--- config.mk ---
export PLATFORM = sky130hd
export DESIGN_NAME = sfx_tone_player
export DESIGN_NICKNAME = d
export VERILOG_FILES = /design/src/rtl/sfx_tone_player.sv
export SDC_FILE = /design/constraint.sdc
export NUM_CORES = 1
export LEC_CHECK = 0
export BUFFER_PORTS_ARGS = -buffer_cell sky130_fd_sc_hd__buf_2
export CORE_UTILIZATION = 33
export DETAILED_ROUTE_END_ITERATION = 10
export SLEW_MARGIN = 5
export SYNTH_ARGS = -nofsm -noshare
export SYNTH_HDL_FRONTEND = slang
export SYNTH_SLANG_ARGS = --single-unit
--- constraint.sdc ---
create_clock -name clk -period 8.4 [get_ports clk]
set_input_delay 1.68 -clock clk [delete_from_list [all_inputs] [get_ports clk]]
set_output_delay 1.68 -clock clk [all_outputs]
set_load 0.02 [all_outputs]
--- src/rtl/sfx_tone_player.sv ---
// sfx_tone_player: multi-channel sound-effect square-wave generator for the
// pinball speaker. One tone plays at a time; lower channel index wins.
// Optional build macro: SFX_SWEEP_EN adds a falling-pitch sweep, growing the
// half-period by SWEEP_STEP on every toggle (saturating).
module sfx_tone_player #(
  parameter int unsigned N_CH       = 4,
  parameter int unsigned DIV_W      = 20,
  parameter int unsigned DUR_W      = 12,
  parameter int unsigned SWEEP_STEP = 64,
  localparam int unsigned CW        = (N_CH > 1) ? $clog2(N_CH) : 1
) (
  input  logic                    clk,
  input  logic                    rst,
  input  logic [N_CH-1:0]         trig,
  input  logic [N_CH*DIV_W-1:0]   half_period,
  input  logic [N_CH*DUR_W-1:0]   duration,
  output logic                    spk,
  output logic                    busy,
  output logic [CW-1:0]           active_ch
);

  localparam logic [0:0] IDLE = 1'b0;
  localparam logic [0:0] PLAY = 1'b1;

  logic [0:0]       state;
  logic [N_CH-1:0]  trig_q;
  logic [N_CH-1:0]  rise;
  logic             armed;
  logic [DIV_W-1:0] hp_l;
  logic [DIV_W-1:0] hp_next;
  logic [DIV_W-1:0] tone_cnt;
  logic [DUR_W-1:0] dur_l;
  logic [DUR_W-1:0] tog_cnt;
  logic [DUR_W-1:0] tog_next;
  logic             req;
  logic [CW-1:0]    req_idx;
  logic [DIV_W-1:0] req_hp;
  logic [DUR_W-1:0] req_dur;
  logic             half_done;
  logic             note_done;
  logic             accept;

  // Priority pick of the lowest channel with a rising edge and nonzero settings.
  // armed is low for the first edge after reset so a trig held high across
  // the release only loads trig_q and never counts as a rising edge.
  always_comb begin
    rise    = trig & ~trig_q;
    req     = 1'b0;
    req_idx = '0;
    req_hp  = '0;
    req_dur = '0;
    for (int unsigned i = 0; i < N_CH; i++) begin
      if (!req && armed && rise[i] &&
          half_period[i*DIV_W +: DIV_W] != '0 &&
          duration[i*DUR_W +: DUR_W] != '0) begin
        req     = 1'b1;
        req_idx = CW'(i);
        req_hp  = half_period[i*DIV_W +: DIV_W];
        req_dur = duration[i*DUR_W +: DUR_W];
      end
    end
  end

  // Half-period / note-end detection and request acceptance.
  always_comb begin
    half_done = (state == PLAY) && (tone_cnt == hp_l - DIV_W'(1));
    tog_next  = tog_cnt + DUR_W'(1);
    note_done = half_done && (tog_next == dur_l);
    accept    = req && ((state == IDLE) || (req_idx <= active_ch) || note_done);
  end

`ifdef SFX_SWEEP_EN
  logic [DIV_W:0] hp_sum;

  // Sweep: lengthen the half-period after every toggle, saturating at all-ones.
  always_comb begin
    hp_sum  = {1'b0, hp_l} + (DIV_W+1)'(SWEEP_STEP);
    hp_next = hp_sum[DIV_W] ? '1 : hp_sum[DIV_W-1:0];
  end
`else
  // No sweep: half-period stays fixed for the whole note.
  always_comb begin
    hp_next = hp_l;
  end
`endif

  // Tone FSM: start/restart, half-period counting, toggling and completion.
  always_ff @(posedge clk or posedge rst) begin
    if (rst) begin
      trig_q    <= '0;
      armed     <= 1'b0;
      state     <= IDLE;
      spk       <= 1'b0;
      busy      <= 1'b0;
      active_ch <= '0;
      tone_cnt  <= '0;
      tog_cnt   <= '0;
      hp_l      <= '0;
      dur_l     <= '0;
    end else begin
      trig_q <= trig;
      armed  <= 1'b1;
      if (accept) begin
        hp_l      <= req_hp;
        dur_l     <= req_dur;
        tone_cnt  <= '0;
        tog_cnt   <= '0;
        active_ch <= req_idx;
        busy      <= 1'b1;
        spk       <= 1'b0;
        state     <= PLAY;
      end else if (state == PLAY) begin
        if (half_done) begin
          tone_cnt <= '0;
          tog_cnt  <= tog_next;
          hp_l     <= hp_next;
          if (note_done) begin
            spk   <= 1'b0;
            busy  <= 1'b0;
            state <= IDLE;
          end else begin
            spk <= ~spk;
          end
        end else begin
          tone_cnt <= tone_cnt + DIV_W'(1);
        end
      end
    end
  end

endmodule
; After elaboration in Yosys (flattened, before gate mapping)
; Index checks and enable logic that the tools add are counted.
[classes]
eq_ne = 2
add_sub_neg = 3
n_reduce_logical = 36
n_bitwise = 4
order_cmp = 1
n_mux = 33
[op_table]
columns = operator, count
row1 = $mux 20, 7
row2 = $mux 12, 7
row3 = $reduce_bool 20->1, 4
row4 = $reduce_bool 12->1, 4
row5 = $add 20x1->20 const B, 1
row6 = $eq 20x20->1, 1
row7 = $sub 20x1->20 const B, 1
row8 = $logic_and 1x1->1, 18
row9 = $mux 1, 17
row10 = $add 12x1->12 const B, 1
row11 = $eq 12x12->1, 1
row12 = $reduce_bool 2->1, 3
row13 = $and 4x4->4, 1
row14 = $mux 2, 2
row15 = $not 4->4, 1
row16 = $logic_not 1->1, 3
row17 = $reduce_and 3->1, 1
row18 = $le 2x2->1, 1
row19 = $logic_or 1x1->1, 2
row20 = $not 1->1, 2
row21 = $reduce_and 2->1, 1
[totals]
in_bits = 134
word_cells = 89
out_inout_bits = 4
reg_bits = 74

; Longest topological paths before layout
[logic_depth]
ltp_word = 30
depth_mapped = 17
mapped_depth_nobuf = 13

; Least setup slack after synthesis
; No wires, ideal clock.
[synth_timing]
path_type = input to register
startpoint = input half_period[31]
endpoint = register dur_l[0]
n_path_buf = 3
arrival_time_ps = 4707
slack_ps = 3566
t_required_ps = 8273
stages = 13
setup_ps = 127
path_cell_list = nor4_1 > nand3_1 > o21ai_1 > nand2b_1 > nor3_1 > clkbuf_1 > nor2_1 > ha_1 > a211o_1 > o21a_1 > buf_6 > buf_8 > mux2_1
[synth_via]
elab_chain_cells = 20
word_cells_on_any_way = 26
classes_between = 1 x order compare / 9 x mux / 16 x reduce/logical
[synth_lines]
columns = element, line
row1 = start: declaration, 15  ; input logic [N_CH*DIV_W-1:0] half_period,
row2 = $reduce_bool 20->1 *, 54  ; half_period[i*DIV_W +: DIV_W] != '0 &&
row3 = $logic_and 1x1->1 *, 53  ; if (!req && armed && rise[i] &&
row4 = $logic_and 1x1->1 *, 54
row5 = $mux 1, 53
row6 = $logic_not 1->1, 53
row7 = $logic_and 1x1->1 (3 in a row), 53
row8 = $logic_and 1x1->1, 54
row9 = $mux 1, 53
row10 = $logic_not 1->1, 53
row11 = $logic_and 1x1->1 (3 in a row), 53
row12 = $logic_and 1x1->1, 54
row13 = $mux 2, 53
row14 = $le 2x2->1, 69  ; accept = req && ((state == IDLE) || (req_idx <= active_ch) || note_done);
row15 = $logic_or 1x1->1 (2 in a row), 69
row16 = $logic_and 1x1->1, 69
row17 = end signal: assignment, 105  ; dur_l <= req_dur;
row18 = end: declaration, 32  ; logic [DUR_W-1:0] dur_l;
; Mark *: on every way between the ends. The rest lies on a longest branch, timed or not.
; A chain may end at the register's enable or synchronous reset.

; Worst setup path after layout
[layout_timing]
startpoint = input half_period[23]
endpoint = register hp_l[17]
[layout_via]
elab_chain_cells = 20
word_cells_on_any_way = 26
classes_between = 1 x order compare / 9 x mux / 16 x reduce/logical
[layout_lines]
columns = element, line
row1 = $reduce_bool 20->1 *, 54
row2 = $logic_and 1x1->1 *, 53
row3 = $logic_and 1x1->1 *, 54
row4 = $mux 1, 53
row5 = $logic_not 1->1, 53
row6 = $logic_and 1x1->1 (3 in a row), 53
row7 = $logic_and 1x1->1, 54
row8 = $mux 1, 53
row9 = $logic_not 1->1, 53
row10 = $logic_and 1x1->1 (3 in a row), 53
row11 = $logic_and 1x1->1, 54
row12 = $mux 2, 53
row13 = $le 2x2->1, 69
row14 = $logic_or 1x1->1 (2 in a row), 69
row15 = $logic_and 1x1->1, 69
row16 = end signal: assignment, 104  ; hp_l <= req_hp;
row17 = end signal: assignment, 116  ; hp_l <= hp_next;
row18 = end: declaration, 29  ; logic [DIV_W-1:0] hp_l;
; Marked as above.

==> impl_metrics.py <==
metrics = {
    "status": {
        "run_status": "finished clean",
    },
    "synth": {
        "ys_warn_count": 0,
        "syn-instance-count": 670,
        "synth_edf_count": 0,
        "yosys-top-cells-area": "dfrtp_1, nand2_1, a221o_1",
        "yosysUniqueCellTypes": 67,
        "synth.cell_area_sq_um": 5680,
        "yosys.area.top_type_share": 0.326,
        "postSynth.asyncResetShare": 1.00,
        "syn_avg_cell_area_sq_um": 8.48,
        "ys_seq_elements": 74,
        "synth_top_area_cell": "dfrtp_1",
        "synth_nets": 809,
        "yosysSeqAreaShare": 0.326,
        "synth_top_flop_cell": "dfrtp_1",
    },
    "placed_design": {
        "dp_hpwl_mm": 13.6,
        "finalWeightedCongestion": 0.903,
        "portBuffers": 137,
        "post_dp_cell_area_sq_um": 6480,
    },
    "clock_network": {
        "postCtsSetupBuffers": 0,
        "htreeDepth": 3,
        "cts_hold_buf": 0,
        "cts.path.max_buffers": 2,
        "root_buffer": "clkbuf_16",
        "cts_tree": "built",
        "clk_latency_ps": 340,
        "cts_buffers": 9,
        "numClockSinks": 74,
        "cts.clk_slew.worst_paths_ps": 60,
        "cts_resized": 0,
    },
    "hold_path": {
        "holdPathEnd": "dur_l[11]",
        "hp-class": "reg2reg",
        "hp-start": "dur_l[11]",
        "hold_depth": 1,
    },
    "detailed_routing": {
        "drt_iter0_drc": 378,
        "drt_first_pass_iters": 5,
        "drt-total-wl_mm": 17.4,
        "vias": 5623,
        "drc": 0,
        "post_drt_wl_per_cell_um": 17.3,
        "via_per_inst": 5.60,
        "antenna_left": 0,
    },
    "job": {
        "max_cap_violations": 0,
    },
    "global_route": {
        "overflow": 0,
        "first_global_vias": 5392,
        "grt_max_degree": 75,
        "track_usage": 0.201,
        "antenna_found_initial": 0,
        "grt_first_pass_wirelength_mm": 28.0,
    },
    "sta": {
        "rsz0062_at_grt": "false",
        "maxClockFrequency_mhz": 215,
        "min_period_over_period": 0.555,
        "finalCriticalPeriod_ps": 4660,
        "finalSetupTns_ps": 0,
        "hold_viol_final": 0,
        "finClkSkew_ps": 7.39,
        "tightest_slew_ps": 1090,
        "final-setup-viol-count": 0,
        "drv_slew": 0,
        "relSlewSlack": 0.274,
    },
    "power": {
        "power_density_nw_per_um2": 243,
        "p_leak_nw": 2.88,
        "vdd_drop_max_mv": 0.102,
    },
    "setup_path": {
        "startpoint_type": "primary input",
        "r2r-end": "hp_l[17]",
        "cp.arrival_ps": 4880,
        "end_kind": "register",
        "setup.worst_path.class": "in2reg",
        "rr_startpoint": "tog_cnt[0]",
        "critical_path_required_ps": 8620,
        "path_max_fanout": 44,
        "ff2ff_path_depth": 9,
        "r2r_slack_ps": 4050,
    },
    "finish": {
        "fin_nets": 919,
        "synthToLayoutAreaGrowth_pct": 19.8,
        "final_cell_area_sq_um": 6810,
        "antenna_cells": 0,
        "drive_gt1_frac": 0.228,
    },
    "floorplan": {
        "start_util": 0.340,
        "die-area_sq_um": 17800,
        "die_h_um": 133,
        "core_sq_um": 16700,
        "dieWidth_um": 133,
        "rows": 47,
        "pin_count": 138,
    },
}
==> metal layers <==
metal  global-route usage  part of all wire  vias up
met5                    0                 0        -
li1                     -                 -     2730
met3               0.0263             0.056       32
met1                0.275              0.46     2626
met2                0.315              0.45      235
met4               0.0922             0.037        0
==> per-stage QoR <==
step	hold slack, ps	util	power [mW]	instances	worst slack, ps
after floorplan	478	-	1.08	670	3570
after global placement	491	0.388	1.23	989	3440
after detailed placement	500	0.388	1.24	989	3410
after CTS	513	0.408	1.66	1005	3760
after global routing	533	0.408	1.76	1005	3430
final	504	0.408	1.65	1005	3740
==> cell type report <==
class,instances,area [sq um]
Tap cell,220,275
Inverter,16,60.1
Timing Repair Buffer,143,731
Clock buffer,10,239
Clock inverter,6,90.1
Fill cell,1740,9890
Multi-Input combinational cell,536,3560
Sequential cell,74,1850
==> worst max path at each step <==
stage	start	to	cells past startpoint
5_1_grt	half_period[55]	hp_l[15]	12
6_report	half_period[23]	hp_l[17]	13
2_1_floorplan	half_period[31]	dur_l[0]	13
3_5_place_dp	half_period[23]	hp_l[17]	13
3_3_place_gp	half_period[63]	hp_l[15]	10
4_1_cts	half_period[23]	hp_l[17]	13
==> cell usage after synthesis (3+ instances only) <==
master,number
nand4b_1,3
and3_1,5
dfrtp_1,74
or3_1,11
nand2_1,78
ha_1,5
o21ai_0,31
or4_1,5
nor2_1,47
nor3_1,11
inv_1,16
nor2b_1,4
o31ai_1,6
a211oi_1,7
mux2i_1,8
xnor2_1,30
or2_2,3
nand3b_1,3
buf_6,3
nor4_1,40
and4_1,4
buf_1,3
a31oi_1,6
buf_8,3
a21o_1,3
buf_2,6
nand2b_1,5
a221oi_1,4
mux2_1,23
clkbuf_1,29
nand3_1,41
a221o_1,28
mux2_2,5
nand4_1,12
o211ai_1,3
a21oi_1,40
xor2_1,28
==> flip-flops by register name, indices dropped and copies added (netlist names) <==
signal / count
busy: 1
tog_cnt: 12
state: 1
spk: 1
hp_l: 20
dur_l: 12
tone_cnt: 20
trig_q: 4
armed: 1
active_ch: 2
==> layout by cell type (no fill, tap or decap), types with 30 or more instances in the layout <==
master and instances:
a21oi_1 40, buf_2 137, dfrtp_1 74, nand2_1 78, nand3_1 41, nor2_1 47
nor4_1 40, o21ai_0 31, xnor2_1 30
==> critical path: stages <==
cell and delay (ps):
buf_2 110, nor4_1 480, nand2_1 140, o21ai_1 190
buf_4 280, nor2_1 70, nor2_1 110, ha_1 150
inv_1 40, a21oi_1 120, a211o_1 180, o21a_2 880
mux2_2 420
==> power by group <==
group	switching (mW)	internal, mW	leakage, nW	total (mW)
Combinational	0.361	0.309	1.75	0.670
Clock	0.151	0.268	0.147	0.418
Sequential	0.128	0.437	0.977	0.565
Total	0.639	1.01	2.88	1.65
==> logic make-up (layout without fill, tap and decap cells) <==
group / Yosys count / in the layout / synth area share
AOI/OAI and AO/OA: 149 / 149 / 0.182
other: 1 / 1 / 0.000660
DFF: 74 / 74 / 0.326
xor gates and xnor gates: 60 / 60 / 0.0975
and+or+nand+nor: 285 / 285 / 0.262
muxes: 36 / 36 / 0.0696
buffers and inverters: 60 / 175 / 0.0509
adders and majority gates: 5 / 5 / 0.0110
Note: power is estimated with default switching activity, not from simulation.
